<file path="src/rtl/exc_addr_ctrl.sv">
`default_nettype none
// ============================================================================
// Module      : exc_addr_ctrl
// Description : Sequences address-error exceptions and ERET. Owns KSU/EXL,
//               latches EPC/BadVAddr/ExcCode, then flushes and redirects.
// Revision    : 1.0 - initial release
// ============================================================================
module exc_addr_ctrl #(
    parameter logic [31:0] EXC_VECTOR   = 32'hBFC0_0380,
    parameter int unsigned FLUSH_CYCLES = 2
) (
    input  logic        clk,
    input  logic        rst,
    input  logic        if_valid,
    input  logic [31:0] if_pc,
    input  logic        instruction_addr_illegal,
    input  logic        mem_valid,
    input  logic [31:0] mem_pc,
    input  logic [31:0] mem_addr,
    input  logic        mem_is_store,
    input  logic        data_addr_illegal,
    input  logic        eret,
    input  logic        ksu_we,
    input  logic [1:0]  ksu_wdata,
    input  logic        redirect_ready,
    output logic [1:0]  status_ksu,
    output logic        status_exl,
    output logic        flush,
    output logic        redirect_valid,
    output logic [31:0] redirect_pc,
    output logic [31:0] epc,
    output logic [31:0] badvaddr,
    output logic [4:0]  exccode
);

    typedef enum logic [1:0] {
        ST_IDLE     = 2'd0,
        ST_FLUSH    = 2'd1,
        ST_REDIRECT = 2'd2
    } state_t;

    localparam logic [3:0] c_cnt_load  = 4'(FLUSH_CYCLES - 1);
    localparam logic [4:0] c_exc_adel  = 5'd4;
    localparam logic [4:0] c_exc_ades  = 5'd5;

    state_t      r_state, w_state;
    logic [3:0]  r_cnt, w_cnt;
    logic        r_flush, w_flush;
    logic        r_rv, w_rv;
    logic [31:0] r_rpc, w_rpc;
    logic [31:0] r_epc, w_epc;
    logic [31:0] r_bad, w_bad;
    logic [4:0]  r_exccode, w_exccode;
    logic [1:0]  r_ksu, w_ksu;
    logic        r_exl, w_exl;
    logic [1:0]  r_saved_ksu, w_saved_ksu;

    logic        w_data_err;
    logic        w_fetch_err;
    logic [31:0] w_exc_pc;

    assign w_data_err  = mem_valid & data_addr_illegal;
    assign w_fetch_err = if_valid & instruction_addr_illegal;

    always_ff @(posedge clk or posedge rst) begin
        if (rst) begin
            r_state     <= ST_IDLE;
            r_cnt       <= 4'd0;
            r_flush     <= 1'b0;
            r_rv        <= 1'b0;
            r_rpc       <= 32'd0;
            r_epc       <= 32'd0;
            r_bad       <= 32'd0;
            r_exccode   <= 5'd0;
            r_ksu       <= 2'b00;
            r_exl       <= 1'b0;
            r_saved_ksu <= 2'b00;
        end else begin
            r_state     <= w_state;
            r_cnt       <= w_cnt;
            r_flush     <= w_flush;
            r_rv        <= w_rv;
            r_rpc       <= w_rpc;
            r_epc       <= w_epc;
            r_bad       <= w_bad;
            r_exccode   <= w_exccode;
            r_ksu       <= w_ksu;
            r_exl       <= w_exl;
            r_saved_ksu <= w_saved_ksu;
        end
    end

    always_comb begin
        w_state     = r_state;
        w_cnt       = r_cnt;
        w_flush     = r_flush;
        w_rv        = r_rv;
        w_rpc       = r_rpc;
        w_epc       = r_epc;
        w_bad       = r_bad;
        w_exccode   = r_exccode;
        w_ksu       = r_ksu;
        w_exl       = r_exl;
        w_saved_ksu = r_saved_ksu;
        w_exc_pc    = w_data_err ? mem_pc : if_pc;

        case (r_state)
            ST_IDLE: begin
                if (w_data_err || w_fetch_err) begin
                    // Data error outranks fetch error; a pending ERET is dropped.
                    w_bad     = w_data_err ? mem_addr : if_pc;
                    w_exccode = (w_data_err && mem_is_store) ? c_exc_ades : c_exc_adel;
                    if (!r_exl) begin
                        w_epc       = w_exc_pc;
                        w_saved_ksu = r_ksu;
                    end
                    w_exl   = 1'b1;
                    w_ksu   = 2'b00;
                    w_rpc   = EXC_VECTOR;
                    w_state = ST_FLUSH;
                    w_flush = 1'b1;
                    w_cnt   = c_cnt_load;
                end else if (eret && r_exl) begin
                    w_ksu   = r_saved_ksu;
                    w_exl   = 1'b0;
                    w_rpc   = r_epc;
                    w_state = ST_FLUSH;
                    w_flush = 1'b1;
                    w_cnt   = c_cnt_load;
                end else if (ksu_we) begin
                    w_ksu = (ksu_wdata == 2'b11) ? 2'b10 : ksu_wdata;
                end
            end
            ST_FLUSH: begin
                if (r_cnt == 4'd0) begin
                    w_state = ST_REDIRECT;
                    w_flush = 1'b0;
                    w_rv    = 1'b1;
                end else begin
                    w_cnt = r_cnt - 4'd1;
                end
            end
            ST_REDIRECT: begin
                if (r_rv && redirect_ready) begin
                    w_state = ST_IDLE;
                    w_rv    = 1'b0;
                end
            end
            default: begin
                w_state = ST_IDLE;
                w_flush = 1'b0;
                w_rv    = 1'b0;
            end
        endcase
    end

    assign status_ksu     = r_ksu;
    assign status_exl     = r_exl;
    assign flush          = r_flush;
    assign redirect_valid = r_rv;
    assign redirect_pc    = r_rpc;
    assign epc            = r_epc;
    assign badvaddr       = r_bad;
    assign exccode        = r_exccode;

endmodule
`default_nettype wire

</file>
<file path="config.mk">
export PLATFORM = sky130hd
export DESIGN_NAME = exc_addr_ctrl
export DESIGN_NICKNAME = d
export VERILOG_FILES = /design/src/rtl/exc_addr_ctrl.sv
export SDC_FILE = /design/constraint.sdc
export NUM_CORES = 1
export LEC_CHECK = 0
export ABC_AREA = 0
export CAP_MARGIN = 10
export CORE_MARGIN = 2
export CORE_UTILIZATION = 38
export CTS_CLUSTER_SIZE = 14
export DETAILED_ROUTE_END_ITERATION = 10
export PLACE_DENSITY_LB_ADDON = 0.05
export SKIP_CTS_REPAIR_TIMING = 1
export SYNTH_ARGS = -nofsm -noshare
export SYNTH_HDL_FRONTEND = slang
export SYNTH_SLANG_ARGS = --single-unit
</file>
<file path="constraint.sdc">
create_clock -name clk -period 11.24 [get_ports clk]
set_input_delay 2.248 -clock clk [delete_from_list [all_inputs] [get_ports clk]]
set_output_delay 2.248 -clock clk [all_outputs]
set_load 0.02 [all_outputs]
</file>
==> results_dict.tcl, run 1 <==
set metrics [dict create \
    run_status "finished clean" \
    place_ws_ns 6.54 \
    finalClockSkew_ns 0.00566 \
    async_flop_share_pct 100 \
    ir_worst_vdd_v 0.000136 \
    met3_wirelength_mm 1.08 \
    vias 4322 \
    power_frac_comb_pct 50.5 \
    drt_iter0_markers 192 \
    ys_seq_area_share_pct 53.0 \
    ctsHtreeMaxLevel 3 \
    cts.clk_slew.worst_paths_ns 0.07 \
    rows 42 \
    finalHoldViolations 0 \
    synthCells 456 \
    grt_pass1_wl_mm 23.9 \
    yosysTopAreaCellShare_pct 53.0 \
    grt_pass1_vias 4492 \
    grt_antenna_before_repair 0 \
    drive_gt1_share_pct 15.6 \
    synthesis.area_um2 5240 \
    cap_violations 0 \
    p_int_mw 1.27 \
    cts_tree "built" \
    track_usage_pct 20.9 \
    setup_tns_ns 0 \
    routabilityCongestion 0.775 \
    switchingPower_uw 837 \
    period_needed_ns 4.35 \
    hold_path_class "flip-flop to flip-flop" \
    finalWirelength_mm 15.2 \
    cp-end-kind "flip-flop" \
    cp-start-kind "primary input" \
    yosysUniqueCellTypes 42 \
    synthTopCellsByArea "dfrtp_1 53%, mux2_2 14%, mux2i_1 6.5%, a21oi_1 6.3%, nand4_1 2.4%" \
    root_buffer "clkbuf_16" \
    critPathArrivalTime_ns 4.57 \
    utilization_pct 58.1 \
    drc 0 \
    crit_type "primary input to flip-flop" \
    die-area_um2 14700 \
    num_io_pins 214 \
    hpwl_mm 10.3 \
    nets 755 \
    p_total_mw 2.11 \
    synth_common_cells "111 x dfrtp_1, 66 x a21oi_1, 66 x mux2_2" \
    yosys.area.top_type "dfrtp_1" \
    worst_pin_slew_ns 1.03 \
    ys_dominant_reg_cell "dfrtp_1" \
    ys_warn_count 0 \
    worstSkewPairLatency_ns 0.34 \
    area_growth_pct 48.0 \
    die_w_um 121 \
    io_buffer_count 210 \
    finalCritPeriodShare_pct 38.7 \
    synth-edff-count 0 \
    max_freq_mhz 230 \
    initial_utilization_pct 39.3 \
    routed-wl-met2_mm 7.37 \
    cts_sinks 111 \
    clk_path_buf_depth 2 \
    wl_met1_mm 6.58 \
    slew-limit-headroom_pct 31.1 \
    clock_power_share_pct 15.3 \
    ant_nets 0 \
    setup_viol 0 \
    yosysMostFrequentCell "dfrtp_1" \
    crit_fanout 24 \
    power_density_nw_per_um2 272 \
    p_leak_nw 3.16 \
    maxSlewViolCount 0 \
    sw_frac_of_total_pct 39.7 \
    viasPerCell 5.24 \
    fp.coreArea_um2 13300 \
    grt_max_degree 86 \
    crit_required_ns 11.47 \
    routed.top_layer "met4" \
    ys_ff_latch 111 \
    p_seq_share_pct 34.2 \
    firstDrtPassIters 4 \
    fp.dieH_um 121 \
    rsz0062_at_grt "no" \
    numPlacedInstances 809 \
    cts_buffers 9 \
    setup_slack_ns 6.89 \
    finalNonFillerCells 825 \
    post_drt_wl_per_cell_um 18.4 \
    fillerInstances 1187 \
    antenna_cells 0 \
    overflow 0 \
    avgSynthCellArea_um2 11.5 \
]
-- cells by family after synthesis --
group	after synthesis	synth area share, %
AND/OR/NAND/NOR	77	8.38
adder cells (fa/ha/maj)	2	0.477
multiplexers	101	21.0
buffers and inverters	48	4.46
AO/OA/AOI/OAI	116	12.7
flip-flops	111	53.0
other	1	0.0715
-- cells in the final DEF (no fill, tap or decap), types with 2 or more instances in the layout --
master           netlist  layout
nand3_1                2       2
clkinv_2               0       3
clkdlybuf4s50_1        0     210
dfrtp_1              111     111
nand2_1               26      26
or4_1                 12      12
a21oi_1               66      66
conb_1                 1       3
or2_2                  2       2
o21ai_0               23      23
nor3b_1                2       2
inv_1                  8       7
nor2_4                 0       2
clkbuf_16              0       9
mux2i_1               34      34
o21a_1                12      12
mux2_2                66      66
nand4_1               20      20
o22ai_1                4       4
clkbuf_8               0       2
buf_4                  8       5
ha_1                   2       2
nand2b_1               2       2
-- stage by stage --
| step | hold WS, ns | cell area (µm²) |
|---|---|---|
| after CTS | 0.473 | 7730 |
| after global routing | 0.479 | 7760 |
| final | 0.471 | 7760 |
| after floorplan | 0.468 | 5250 |
| after global placement | 0.455 | 7430 |
| after detailed placement | 0.457 | 7430 |
-- layout make-up --
cell class	instances	area, µm²	share of cell area (%)
multi-input combinational	299	2260	29.1
sequential	111	2780	35.8
clock inverter	4	45.0	0.581
clock buffer	11	253	3.26
tap	176	220	2.84
timing repair buffer	216	2170	27.9
inverter	8	32.5	0.419
-- power by group through the flow --
stage                     Sequential [mW]  Clock (mW)  Combinational, mW
after global placement              0.720           0               1.06
after detailed placement            0.724           0               1.07
after floorplan                     0.902           0              0.384
final                               0.720       0.323               1.06
after CTS                           0.721       0.331               1.08
after global routing                0.747       0.348               1.14
-- critical path: stages --
cell and delay [ns]:
clkdlybuf4s50_1 0.54, a22oi_2 0.10, buf_4 0.24, nor3_4 0.62
buf_4 0.43, mux2_2 0.38
-- worst paths after layout --
| kind | startpoint | end | slack, ns | depth (start not counted) |
|---|---|---|---|---|
| worst max-delay path | data_addr_illegal | epc[18] | 6.89 | 6 |
| worst min-delay path | exccode[2] | exccode[2] | 0.47 | 1 |
| worst max register to register | r_state[0] | epc[18] | 8.48 | 4 |
| worst min register to register | exccode[2] | exccode[2] | 0.47 | 1 |
| max in group asynchronous | rst | epc[2] | 7.97 | 4 |
| min in group asynchronous | rst | redirect_pc[8] | 2.22 | 2 |
-- flip-flops by register name, indices dropped and copies added (netlist names) --
register        flops
r_cnt               4
status_exl          1
flush               1
badvaddr           32
exccode             2
redirect_valid      1
r_saved_ksu         2
status_ksu          2
epc                32
r_state             2
redirect_pc        32
-- metal layers --
| layer | up-vias | track usage, % |
|---|---|---|
| met3 | 12 | 5.40 |
| met5 | - | 0 |
| li1 | 2039 | - |
| met4 | 0 | 5.75 |
| met2 | 165 | 35.2 |
| met1 | 2106 | 26.6 |
Note: power is estimated with default switching activity, not from simulation.
==> run 2, diff against run 1 <==
==> constraint.sdc (replaced) <==
create_clock -name clk -period 3.6 [get_ports clk]
set_input_delay 0.72 -clock clk [delete_from_list [all_inputs] [get_ports clk]]
set_output_delay 0.72 -clock clk [all_outputs]
set_load 0.02 [all_outputs]
==> run 2 against run 1 <==
Against the previous run: via count grew 3.1%; combinational power rose to 3.2 times the previous value; routed wire length is 4.1% higher; critical path depth is 2 lower; final area is 0.76% higher; setup slack got worse by 5.6 ns; non-clock buffer count grew 6.
==> results_dict.tcl, run 2 (synthesized netlist as in run 1, its figures left out) <==
set metrics [dict create \
    io_buffer_count 210 \
    grt_antenna_before_repair 0 \
    hold_path_class "flip-flop to flip-flop" \
    p_leak_nw 3.18 \
    root_buffer "clkbuf_16" \
    drt_iter0_markers 269 \
    drc 0 \
    grt_pass1_wl_mm 24.7 \
    cp-end-kind "flip-flop" \
    hpwl_mm 11.0 \
    cap_violations 0 \
    cts_tree "built" \
    firstDrtPassIters 4 \
    track_usage_pct 21.8 \
    power_density_nw_per_um2 849 \
    initial_utilization_pct 39.3 \
    grtUsageMet2_pct 35.1 \
    drive_gt1_share_pct 16.5 \
    slew-limit-headroom_pct 36.8 \
    cp-start-kind "primary input" \
    grt_util_met1_pct 28.0 \
    finalWirelength_mm 15.8 \
    critPathArrivalTime_ns 2.60 \
    ant_nets 0 \
    worst_pin_slew_ns 0.948 \
    finalHoldViolations 0 \
    rsz0062_at_grt "no" \
    nets 761 \
    maxSlewViolCount 0 \
    cts.clk_slew.worst_paths_ns 0.08 \
    setup_viol 0 \
    cts_sinks 111 \
    rows 42 \
    cts_buffers 9 \
    fp.coreArea_um2 13300 \
    setup_tns_ns 0 \
    viasPerCell 5.36 \
    ctsHtreeMaxLevel 3 \
    crit_required_ns 3.85 \
    crit_fanout 45 \
    die_w_um 121 \
    area_growth_pct 49.1 \
    period_needed_ns 2.36 \
    max_freq_mhz 425 \
    crit_type "primary input to flip-flop" \
    finalNonFillerCells 832 \
    grt_max_degree 61 \
    busiest_layer "met2" \
    grt_pass1_vias 4648 \
    finalCritPeriodShare_pct 65.4 \
    clk_path_buf_depth 2 \
    finalClockSkew_ns 0.0109 \
    vias 4458 \
    grt_use_met3_pct 5.40 \
    num_io_pins 214 \
    antenna_cells 0 \
    fp.dieH_um 121 \
    fin_worst_hold_slack_ns 0.493 \
    numPlacedInstances 816 \
    layout_common_cells "210 x clkdlybuf4s50_1, 111 x dfrtp_1, 66 x mux2_2, 66 x a21oi_1, 34 x mux2i_1" \
    routabilityCongestion 0.792 \
    final_common_cell "clkdlybuf4s50_1" \
    die-area_um2 14700 \
    worstSkewPairLatency_ns 0.36 \
    ir_worst_vdd_v 0.000387 \
    post_drt_wl_per_cell_um 19.0 \
    run_status "finished clean" \
    overflow 0 \
]
run 2: cell count changes in the layout (fill, tap and decap cells not counted):
cell / change
buf_4: +5
inv_8: +1
buf_12: +2
clkbuf_8: -2
inv_6: +2
inv_4: -1
clkinv_4: +1
buf_16: -1
clkinv_2: -2
clkinvlp_4: +2
run 2: area by class of cell:
| class | instances | area [µm²] |
|---|---|---|
| Tap cell | 176 | 220 |
| Inverter | 8 | 33.8 |
| Timing Repair Buffer | 222 | 2220 |
| Multi-Input combinational cell | 299 | 2260 |
| Clock inverter | 7 | 80.1 |
| Clock buffer | 9 | 225 |
| Fill cell | 1169 | 5530 |
| Sequential cell | 111 | 2780 |
run 2: per-stage QoR:
stage / instance area (µm²) / worst slack [ns] / total power, mW / util (%)
finish: 7820 / 1.24 / 6.63 / 58.5
CTS: 7820 / 1.28 / 6.69 / 58.5
global placement: 7510 / 0.972 / 5.58 / 56.3
detailed placement: 7510 / 0.914 / 5.63 / 56.3
global route: 7820 / 1.19 / 7.02 / 58.5
floorplan: 5250 / 1.48 / 4.02 / -
run 2: critical path, cell delays in order:
cell	delay, ns
clkdlybuf4s50_1	0.49
a22o_2	0.59
or4_1	0.63
o21a_1	0.12
run 2: layer usage:
metal | vias to the layer above | part of all wire, %
met3 | 22 | 7.2
li1 | 2045 | -
met2 | 179 | 47
met5 | - | 0
met1 | 2212 | 43
met4 | 0 | 2.5
run 2: worst paths after layout:
path	startpoint	end	slack (ns)	cells past startpoint
max in group asynchronous	rst	redirect_pc[3]	2.08	3
hold reg to reg	exccode[2]	exccode[2]	0.49	1
min in group asynchronous	rst	exccode[2]	0.76	2
hold / removal	exccode[2]	exccode[2]	0.49	1
setup / recovery	mem_valid	redirect_pc[7]	1.24	4
setup reg to reg	r_state[0]	epc[23]	1.32	4
run 2: report_power, final:
part	switching [mW]	leakage, nW	internal [mW]
clock	0.483	0.148	0.550
combinational	1.76	1.72	1.58
sequential	0.434	1.31	1.83
